## config.mk

```make
export PLATFORM = sky130hd
export DESIGN_NAME = dma_write_arbiter
export DESIGN_NICKNAME = d
export VERILOG_FILES = /design/src/rtl/dma_write_arbiter.sv
export SDC_FILE = /design/constraint.sdc
export NUM_CORES = 1
export LEC_CHECK = 0
export ABC_AREA = 0
export CORE_AREA = 2 2 266 268
export DETAILED_ROUTE_END_ITERATION = 8
export DIE_AREA = 0 0 268 270
export HOLD_SLACK_MARGIN = 0.03
export PLACE_DENSITY = 0.49
export SYNTH_ARGS = -nofsm -noshare
export SYNTH_HDL_FRONTEND = slang
export SYNTH_SLANG_ARGS = --single-unit
export TNS_END_PERCENT = 1
```

## constraint.sdc

```tcl
create_clock -name cpu_clk -period 3 [get_ports cpu_clk]
set_clock_uncertainty 0.05 [all_clocks]
set_input_delay 0.6 -clock cpu_clk [delete_from_list [all_inputs] [get_ports cpu_clk]]
set_output_delay 0.6 -clock cpu_clk [all_outputs]
set_load 0.05 [all_outputs]
```

## src/rtl/dma_write_arbiter.sv

```systemverilog
`default_nettype none
// +----------------------------------------------------------------------+
// | dma_write_arbiter: round-robin burst arbiter onto the 128-bit DMA    |
// | write port, with a registered write stage and a beat counter.        |
// | Rev 1.0                                                              |
// +----------------------------------------------------------------------+
module dma_write_arbiter #(
  parameter int NSRC      = 4,
  parameter int IDW       = 2,
  parameter int MAX_BURST = 256
) (
  input  logic                 cpu_clk,
  input  logic                 reset,
  input  logic                 enable,
  input  logic [NSRC-1:0]      src_valid,
  input  logic [NSRC-1:0]      src_last,
  input  logic [NSRC*128-1:0]  src_data,
  output logic [NSRC-1:0]      src_ready,
  output logic [127:0]         dma_in,
  output logic                 dma_we,
  input  logic                 dma_writable,
  output logic [IDW-1:0]       grant_id,
  output logic                 busy,
  output logic [31:0]          beat_count
);

  localparam logic [0:0]     IDLE     = 1'b0;
  localparam logic [0:0]     BURST    = 1'b1;
  localparam logic [15:0]    LAST_CNT = 16'(MAX_BURST - 1);
  localparam logic [IDW-1:0] LAST_ID  = IDW'(NSRC - 1);
  localparam logic [IDW:0]   NSRC_W   = (IDW+1)'(NSRC);

  logic [0:0]     state;
  logic [0:0]     state_nxt;
  logic [IDW-1:0] rr_ptr;
  logic [IDW-1:0] pick;
  logic [IDW:0]   idx;
  logic           found;
  logic [15:0]    burst_cnt;
  logic           accept;
  logic           burst_end;

  // First valid source at or above rr_ptr, wrapping back to 0.
  always_comb begin
    pick  = '0;
    found = 1'b0;
    idx   = '0;
    for (int k = 0; k < NSRC; k++) begin
      idx = {1'b0, rr_ptr} + (IDW+1)'(k);
      if (idx >= NSRC_W) idx = idx - NSRC_W;
      if (!found && src_valid[idx[IDW-1:0]]) begin
        found = 1'b1;
        pick  = idx[IDW-1:0];
      end
    end
  end

  always_ff @(posedge cpu_clk) begin
    if (reset) begin
      state     <= IDLE;
      rr_ptr    <= '0;
      grant_id  <= '0;
      burst_cnt <= '0;
    end else begin
      state <= state_nxt;
      if (state == IDLE && state_nxt == BURST) begin
        grant_id  <= pick;
        burst_cnt <= '0;
      end
      if (burst_end) begin
        burst_cnt <= '0;
        rr_ptr    <= (grant_id == LAST_ID) ? '0 : grant_id + 1'b1;
      end else if (accept) begin
        burst_cnt <= burst_cnt + 16'd1;
      end
    end
  end

  always_comb begin
    state_nxt = state;
    case (state)
      IDLE:    if (enable && found) state_nxt = BURST;
      BURST:   if (burst_end) state_nxt = IDLE;
      default: state_nxt = IDLE;
    endcase
  end

  // Ready is suppressed during reset so nothing is handed over at the reset edge.
  always_comb begin
    src_ready = '0;
    if (state == BURST && !reset) src_ready[grant_id] = dma_writable;
    busy      = (state == BURST);
    accept    = src_valid[grant_id] & src_ready[grant_id];
    burst_end = accept & (src_last[grant_id] | (burst_cnt == LAST_CNT));
  end

  always_ff @(posedge cpu_clk) begin
    if (reset) begin
      dma_we     <= 1'b0;
      dma_in     <= '0;
      beat_count <= '0;
    end else begin
      dma_we <= accept;
      if (accept) begin
        dma_in     <= src_data[{grant_id, 7'b0} +: 128];
        beat_count <= beat_count + 32'd1;
      end
    end
  end

endmodule
`default_nettype wire

```

==> flow_summary.toml <==
[cells_and_area]
design_area_um2 = 18850
syn2layout_area_growth_pct = 84.95
fin_nets = 2244
drive_above_1_share_pct = 11.30

[routing]
drt_iter0_markers = 777
route.met3.wl_mm = 5.180
routedWlPerCell_um = 22.64
vias_per_cell = 4.258
wl_met2_mm = 29.72
ant_nets = 0
met1_length_mm = 24.71
routed_wl_mm = 60.69
num_vias = 11410
drc = 0
top_layer = "met5"
first_pass_iters = 5

[timing]
hold_viol = 0
timing.final.max_slew_violations = 0
worst_pin_slew_ps = 1103
rsz0062_at_grt = "false"
slew_headroom_pct = 26.47
fin_crit_sh_pct = 95.31
fmax_mhz = 349.7
fin_hold_ws_ps = 404.1
setup_viol = 0
tns_ps = 0
min_period_ps = 2859

[setup_path]
crit_path_max_fanout = 90
arrival_ps = 2210
ff2ff_path_depth = 7
cp.required_ps = 2350
critPathKind = "flip-flop to primary output"
worstSetupStartpointType = "flip-flop"
worst_setup_path_end_kind = "primary output"

[pwr]
powerDensity_nw_per_um2 = 333.5
ir_worst_vdd_mv = 0.3109
p_leak_nw = 5.867

[synthesis]
async_flop_share_pct = 0
synth_cells = 1067
yosysWarnings = 0
syn-cell-area_um2 = 10190
synth_ff_type = "dfxtp_1"
synth-edff-count = 0
syn_avg_cell_area_um2 = 9.553
ys_types = 44
syn-num-nets = 1597
synth_seq_cells = 182
synth_seq_area_share_pct = 35.74

[clocking]
clk_pin_slew_ps = 70
clock_tree.buffer_depth = 2
root_buffer = "clkbuf_16"
hold_buffers = 0
cts_tree = "built"
numCtsBuffers = 17
ctsResizeCount = 0
htreeDepth = 4
clkSinkCount = 182
clock_latency_ps = 490
post_cts_buffers = 0

[grt]
grtUsageTotal_pct = 16.59
grt_max_degree = 164
antenna_found_initial = 30
grt_pass1_vias = 11620
grt_overflow = 0
grt_pass1_wl_mm = 85.16

[floorplan]
start_util_pct = 14.66
ioPinCount = 692
rows = 97
coreArea_um2 = 69540
die_y_um = 270
die_w_um = 268
dieArea_um2 = 72360

[run_status]
status = "finished, final reports clean"

[placement]
gp_congestion = 0.9508
place_area_um2 = 18250
hpwlAfterDp_mm = 49.28
io_buffers = 691

[job]
cap_violations = 0

[min_path]
hold_depth = 2
hp-class = "flip-flop to flip-flop"
-- metal layers --
layer,global-route usage (%),vias to the layer above
met1,20.33,5651
met3,5.826,66
met5,0,-
met2,27.56,445
met4,4.190,12
li1,-,5237
-- metrics by stage --
step                      power (mW)  instances  setup WS (ps)  utilization [%]
after floorplan                3.067       1067          146.8                -
after global placement         3.979       2635         -17.89            26.25
after detailed placement       3.986       2635         -65.85            26.25
after CTS                      6.421       2666          30.08            27.06
after global routing           6.568       2670          17.71            27.07
final                          6.287       2680          140.6            27.11
-- final cells by class --
cell class / count / area [um^2]
timing repair buffer: 713 / 7198
clock inverter: 13 / 136.4
inverter: 14 / 55.05
clock buffer: 18 / 429.2
sequential: 182 / 3651
multi-input combinational: 786 / 6172
tap: 940 / 1176
fill: 7371 / 50690
antenna: 14 / 35.03
-- cells in the final DEF (no fill, tap or decap), types with 3 or more instances in the layout --
cell type	count
dfxtp_1	180
nand3b_1	3
mux4_2	131
clkbuf_16	17
nand3_1	19
inv_1	12
a211oi_1	3
inv_6	4
buf_12	10
nand4_1	15
o31ai_1	3
or3_1	12
clkdlybuf4s50_1	686
diode_2	14
xnor2_1	12
or4_1	11
and2_1	11
and3_1	8
o311ai_0	3
inv_8	3
buf_4	16
nor4_1	13
nand2_1	286
and4_1	7
ha_1	6
nor2_1	23
clkinvlp_4	3
o21ai_0	18
nor3_1	9
o211ai_1	3
a21oi_1	165
-- flip-flops by register name, indices dropped and copies added, names as in the netlist --
register,cells
busy,1
beat_count,32
dma_in,128
dma_we,1
burst_cnt,16
rr_ptr,2
grant_id,2
-- cells in the mapped netlist (all sizes together) (6+ instances only) --
master / number / area [um^2]
ha: 6 / 75.07
a21oi: 165 / 825.8
mux4: 131 / 2950
inv: 14 / 52.55
nand3: 19 / 95.09
or4: 11 / 82.58
clkbuf: 69 / 259.0
nor2: 23 / 86.33
nand4: 15 / 93.84
and3: 8 / 50.05
o21ai: 19 / 95.09
and4: 7 / 61.31
nor3: 9 / 45.04
buf: 16 / 73.82
dfxtp: 182 / 3643
and2: 12 / 75.08
nor4: 13 / 81.33
or3: 12 / 75.07
xnor2: 12 / 105.1
nand2: 287 / 1077
-- power breakdown --
| part | internal [mW] | leakage [nW] | total (mW) | switching [mW] |
|---|---|---|---|---|
| Combinational | 0.928 | 4.13 | 1.46 | 0.529 |
| Sequential | 2.44 | 1.47 | 2.46 | 0.0196 |
| Clock | 1.17 | 0.270 | 2.37 | 1.20 |
-- worst paths after layout --
check	startpoint	to	slack, ps
worst min register to register	dma_in[60]$_SDFFE_PP0P_	dma_in[60]$_SDFFE_PP0P_	400
worst max register to register	grant_id[0]$_SDFFE_PP0P_	burst_cnt[12]$_SDFFE_PP0P_	390
worst max-delay path	grant_id[1]$_SDFFE_PP0P_	grant_id[1]	140
worst min-delay path	dma_in[60]$_SDFFE_PP0P_	dma_in[60]$_SDFFE_PP0P_	400
-- kinds of logic (layout without fill, tap and decap cells) --
kind of cell | Yosys count | after routing | synth area share (%)
xor gates and xnor gates | 14 | 14 | 1.203
adders and majority gates | 6 | 6 | 0.7364
buffers and inverters | 99 | 758 | 3.781
muxes | 131 | 131 | 28.94
other | 0 | 14 | 0
DFF | 182 | 182 | 35.74
AOI/OAI and AO/OA | 211 | 211 | 11.10
and+or+nand+nor | 424 | 424 | 18.50
-- worst max-delay path, cell delays in order, from the launching register on --
cell and delay [ps]:
dfxtp_4 390, buf_12 310, clkdlybuf4s50_1 910
Note: power is estimated with default switching activity, not from simulation.
==> RTL change 1, RTL diff (same flow settings) <==
One comparison of `burst_cnt` changes from == to >=.
--- a/src/rtl/dma_write_arbiter.sv
+++ b/src/rtl/dma_write_arbiter.sv
@@ -91,7 +91,7 @@
     if (state == BURST && !reset) src_ready[grant_id] = dma_writable;
     busy      = (state == BURST);
     accept    = src_valid[grant_id] & src_ready[grant_id];
-    burst_end = accept & (src_last[grant_id] | (burst_cnt == LAST_CNT));
+    burst_end = accept & (src_last[grant_id] | (burst_cnt >= LAST_CNT));
   end
 
   always_ff @(posedge cpu_clk) begin
Behaviour: same outputs for any inputs over 4 cycles, from zero or initial values and one cycle with reset high; that may be too few to reach the edited logic, so the function may still have changed.
==> RTL change 1 against the unedited design <==
Total power grew 0.43%. Synthesized cell count shrank 3.4%. Synthesized area shrank 2.1%. Setup slack gained 0.13 ns. Sequential share of layout area grew 0.21 points. Sequential cell count is the same. Design area shrank 1.1%. Non-clock buffer count grew 9. Wire length shrank 19%. Largest cell class unchanged. Largest power group unchanged.
==> RTL change 1: results (changes against the unedited design) <==
Outcome
  – Result of the run: completed

Placement
  – Number of port buffers: 691 (unchanged)
  – Pre-CTS setup slack: -0.0539 ns (+0.0120 ns)
  – DP HPWL: 39.3 mm (-20%)
  – Area after detailed placement: 18000 um^2 (-1.1%)
  – GPL Wtd Cong: 0.917 (-3.6%)
  – Post-Place Cells: 2606 (-1.1%)

Setup path
  – Cell type group with the largest total delay on the critical path: simple AND/OR/NAND/NOR gates
  – CP max-delay cell: or4_4
  – Worst Path Arrival: 3.08 ns (+0.87 ns)
  – Delay contributed by the slowest stage of the critical path: 0.63 ns (-0.28 ns)
  – Worst Path Max Fanout: 13 (-86%)

Clocking
  – Number of H-tree branching levels: 4 (unchanged)
  – Buffers from clock root to sink, at most: 2 (unchanged)
  – Number of clock buffers inserted by TritonCTS: 17 (unchanged)
  – Clock network latency to the later pin of the worst-skew pair: between 0.4 and 0.5 ns
  – Clock transition at the registers of the reported paths: 0.08 ns
  – Root buffer selected by CTS: clkbuf_16

Final layout
  – Biggest regs: dma_in x128, beat_count x32, burst_cnt x16
  – Ratio of cells with drive above 1 in the final layout: 12.2% (+0.91 points)
  – Number of filler cells placed in the layout: 7360 (-0.15%)
  – Post-layout net count: 2215 (-1.3%)

Synth
  – Fraction of synthesized area in multiplexers: 29.6% (+0.63 points)
  – Post-Synthesis Net Count: 1561 (-2.3%)
  – Post-synthesis cell type count: 43 (-2.3%)
  – Number of cells produced by synthesis: 1031 (-3.4%)
  – Top post-synthesis cells by area: dfxtp_1 (37%), mux4_2 (30%), nand2_1 (11%)
  – Async set-reset flop share out of synthesis: 0% (unchanged)
  – Share of the synthesized netlist area taken by xor and xnor gates: 1.14% (-0.062 points)
  – Synthesized-area fraction occupied by ao, oa, aoi and oai cells: 10.3% (-0.76 points)
  – List of most frequent post-synthesis cells: nand2_1 (286), dfxtp_1 (182), a21oi_1 (159)
  – Share of synthesized cell area in full adder, half adder and majority cells: 0.752% (+0.016 points)
  – Proportion of synthesized chip area in sequential cells: 36.5% (+0.78 points)
  – Yosys warning total: 0 (unchanged)

Timing
  – Transition time of the tightest slew-check pin: 0.943 ns (-0.160 ns)

Global routing
  – Number of global-route vias before repair: 11200 (-3.9%)
  – Initial antenna violation count: 9 (-70%)
  – Gr usage total: 13.5% (-3.1 points)
  – Global-route wire length before repair: 72.0 mm (-15%)
  – Largest net degree at the start of global routing: 79 (-52%)

Pwr
  – IR drop worst, VDD: 295 uV (-5.2%)
  – Total power of the final layout: 6.31 mW (+0.43%)
  – Cell leakage power: 5.91 nW (+0.71%)

Min path
  – Kind of path behind the tightest hold check: in -> reg

Route
  – DRT iter0 DRCs: 579 (-25%)
  – Average via count per standard cell: 4.11 (-3.4%)
  – Via count: 10900 (-4.9%)
  – Iteration count of the initial detailed-routing pass: 5 (unchanged)
  – Detail-routed net length per standard cell: 18.6 um (-18%)
RTL change 1: changes by cell type in the layout (fill, tap and decap cells not counted), sizes merged, moves of 4 or more:
cell	before	now
inv	22	18
nor3	9	4
diode	14	3
nor2	23	19
a21oi	165	159
nand4	15	8
buf	27	37
o21ai	19	15
RTL change 1: path summary, 6_finish.rpt:
path         cells past startpoint  slack [ns]              to        start
max                              7        0.27  beat_count[25]  grant_id[0]
min reg2reg                      2        0.40      dma_in[38]   dma_in[38]
min                              2        0.37   beat_count[4]        reset
max reg2reg                      7        0.27  beat_count[25]  grant_id[0]
RTL change 1: metal layers:
metal  vias up  track usage (%)  wire, um
met5         -            0.473        57
met4         8             5.16      1330
met3        65             3.66      3270
met2       411             23.4     25100
met1      5296             15.6     19300
li1       5075                -         -
RTL change 1: cell type report:
cell class	instances	area [um^2]	share of cell area [%]
timing repair buffer	722	7200	38.6
multi-input combinational	747	5960	31.9
sequential	182	3650	19.6
tap	940	1180	6.30
clock buffer	21	482	2.58
clock inverter	9	118	0.630
inverter	15	58.8	0.315
antenna	3	7.51	0.0402
RTL change 1: power by group:
| part | internal [mW] | total [mW] | switching (mW) |
|---|---|---|---|
| sequential | 2.44 | 2.46 | 0.0193 |
| combinational | 0.926 | 1.44 | 0.513 |
| clock | 1.32 | 2.41 | 1.09 |
RTL change 1: what timing repair did:
action / CTS / global route
resized for setup: 1 / 1
cloned: 0 / 0
setup endpoints to repair: 1 / 1
==> RTL change 2, RTL diff (same flow settings) <==
Without the edit above. The parameter `NSRC` goes from 4 to 3.
--- a/src/rtl/dma_write_arbiter.sv
+++ b/src/rtl/dma_write_arbiter.sv
@@ -5,7 +5,7 @@
 // | Rev 1.0                                                              |
 // +----------------------------------------------------------------------+
 module dma_write_arbiter #(
-  parameter int NSRC      = 4,
+  parameter int NSRC      = 3,
   parameter int IDW       = 2,
   parameter int MAX_BURST = 256
 ) (
Interface: changed (resized src_data, src_last, src_ready and src_valid); port bits go from 692 to 561. No check against the original RTL was run, so the function may have changed too.
==> RTL change 2 against the unedited design <==
Die area unchanged. Synthesized area decreased by 4.7%. Setup slack improved by 0.24 ns. Total power increased by 6.8%. Sequential share of layout area increased by 2.3 points. Sequential power increased by 4%. Register-to-register slack improved by 0.28 ns. Wire length decreased by 32%. Sequential cell count unchanged. Fmax increased by 9.1%. Non-clock buffer count decreased by 136. Design area decreased by 11%. Largest power group unchanged. Highest routed layer unchanged.
==> RTL change 2: results (changes against the unedited design) <==
Synth
  – Synth Area per Inst: 8.11 um^2 (-15%)
  – Post-Synthesis Net Count: 1598 (+0.063%)
  – Proportion of synthesized chip area in sequential cells: 37.5% (+1.7 points)
  – Post-synthesis cell type count: 58 (+32%)
  – List of most frequent post-synthesis cells: nor2_1 (285), dfxtp_1 (182), mux2i_1 (132), nor3_1 (132), a211oi_1 (128)

Final layout
  – Number of logic inverters in the finished layout: 10 (-4)
  – Clock-cell share of area: 3.37% (+0.37 points)
  – Combined area of the multi-input logic cells: 5600 um^2 (-9.3%)
  – Ratio of cells with drive above 1 in the final layout: 4.58% (-6.7 points)
  – Buffer count excluding the clock tree in the final layout: 577 (-19%)
  – Non-clock buffering overhead in the final layout: 34.5% (-3.7 points)
  – Clk_buf instances: 19 (+1)
  – Multi-input gate count: 902 (+15%)
  – Final antenna diode count: 1 (-13)
  – Post-layout net count: 2090 (-6.9%)

Global routing
  – Gr usage total: 11.0% (-5.5 points)
  – Initial antenna violation count: 2 (-93%)
  – Number of global-route vias before repair: 10600 (-8.4%)
  – Met1 Resource Use GR: 12.4% (-8.0 points)
  – Global-route wire length before repair: 61.9 mm (-27%)
  – GR Util met3: 4.15% (-1.7 points)
  – Largest net degree at the start of global routing: 77 (-53%)
  – Global-route track usage on met2: 19.0% (-8.6 points)

Placement
  – Post-Place Cells: 2611 (-0.91%)
  – GPL Wtd Cong: 0.782 (-18%)
  – Number of port buffers: 560 (-19%)
  – DP HPWL: 31.8 mm (-35%)
  – Area after detailed placement: 16300 um^2 (-11%)

Timing
  – Worst hold slack after final layout: 0.440 ns (+0.0362 ns)
  – Fmax: 382 MHz (+9.1%)

Pwr
  – IR drop worst, VDD: 216 uV (-31%)
  – Cell leakage power: 5.34 nW (-8.9%)
  – Clock group total power: 2.31 mW (-3%)
  – Power per cell area: 399 nW/um^2 (+20%)
  – Sw Ratio: 31.9% (+4.1 points)

Min path
  – Worst hold path startpoint: burst_cnt[15]

Route
  – Detail-routed net length per standard cell: 15.5 um (-31%)
  – Total detailed-routing wirelength: 41.0 mm (-32%)
  – Met3 wire length: 3.77 mm (-27%)
  – DRT iter0 DRCs: 394 (-49%)
  – Average via count per standard cell: 4.05 (-5.0%)

Setup path
  – Worst Path Arrival: 1.97 ns (-0.24 ns)
  – R2r endpoint: beat_count[25]
  – Register-to-Register Setup Slack: 0.67 ns (+0.28 ns)
  – Cell count of the worst reg-to-reg path: 5 (-2)
  – Source of the worst register-to-register timing path: beat_count[6]
  – Timing startpoint of the critical path: dma_writable
  – Worst setup endpoint: src_ready[0]

Outcome
  – Result of the run: completed
-- RTL change 2: changes by cell type after synthesis, moves of 24 or more --
cell      unedited run  this run
mux2i_1              0       132
a21oi_1            165        26
a211oi_1             3       128
nand2_1            287        29
mux4_2             131         0
nor3_1               9       132
nor2_1              23       285
buf_2               11        35
-- RTL change 2: kinds of logic (layout without fill, tap and decap cells) --
| logic type | count (synthesis) | after routing | share of synthesized area (%) |
|---|---|---|---|
| AOI/OAI and AO/OA | 207 | 207 | 16.0 |
| xor gates and xnor gates | 16 | 16 | 1.44 |
| adders and majority gates | 6 | 6 | 0.772 |
| buffers and inverters | 114 | 619 | 5.12 |
| DFF | 182 | 182 | 37.5 |
| muxes | 135 | 135 | 14.0 |
| other | 0 | 1 | 0 |
| and+or+nand+nor | 538 | 538 | 25.2 |
-- RTL change 2: worst max-delay path, stage by stage --
cell             delay, ns
clkdlybuf4s50_1       0.47
and4bb_2              0.30
nor2b_1               0.33
buf_4                 0.27
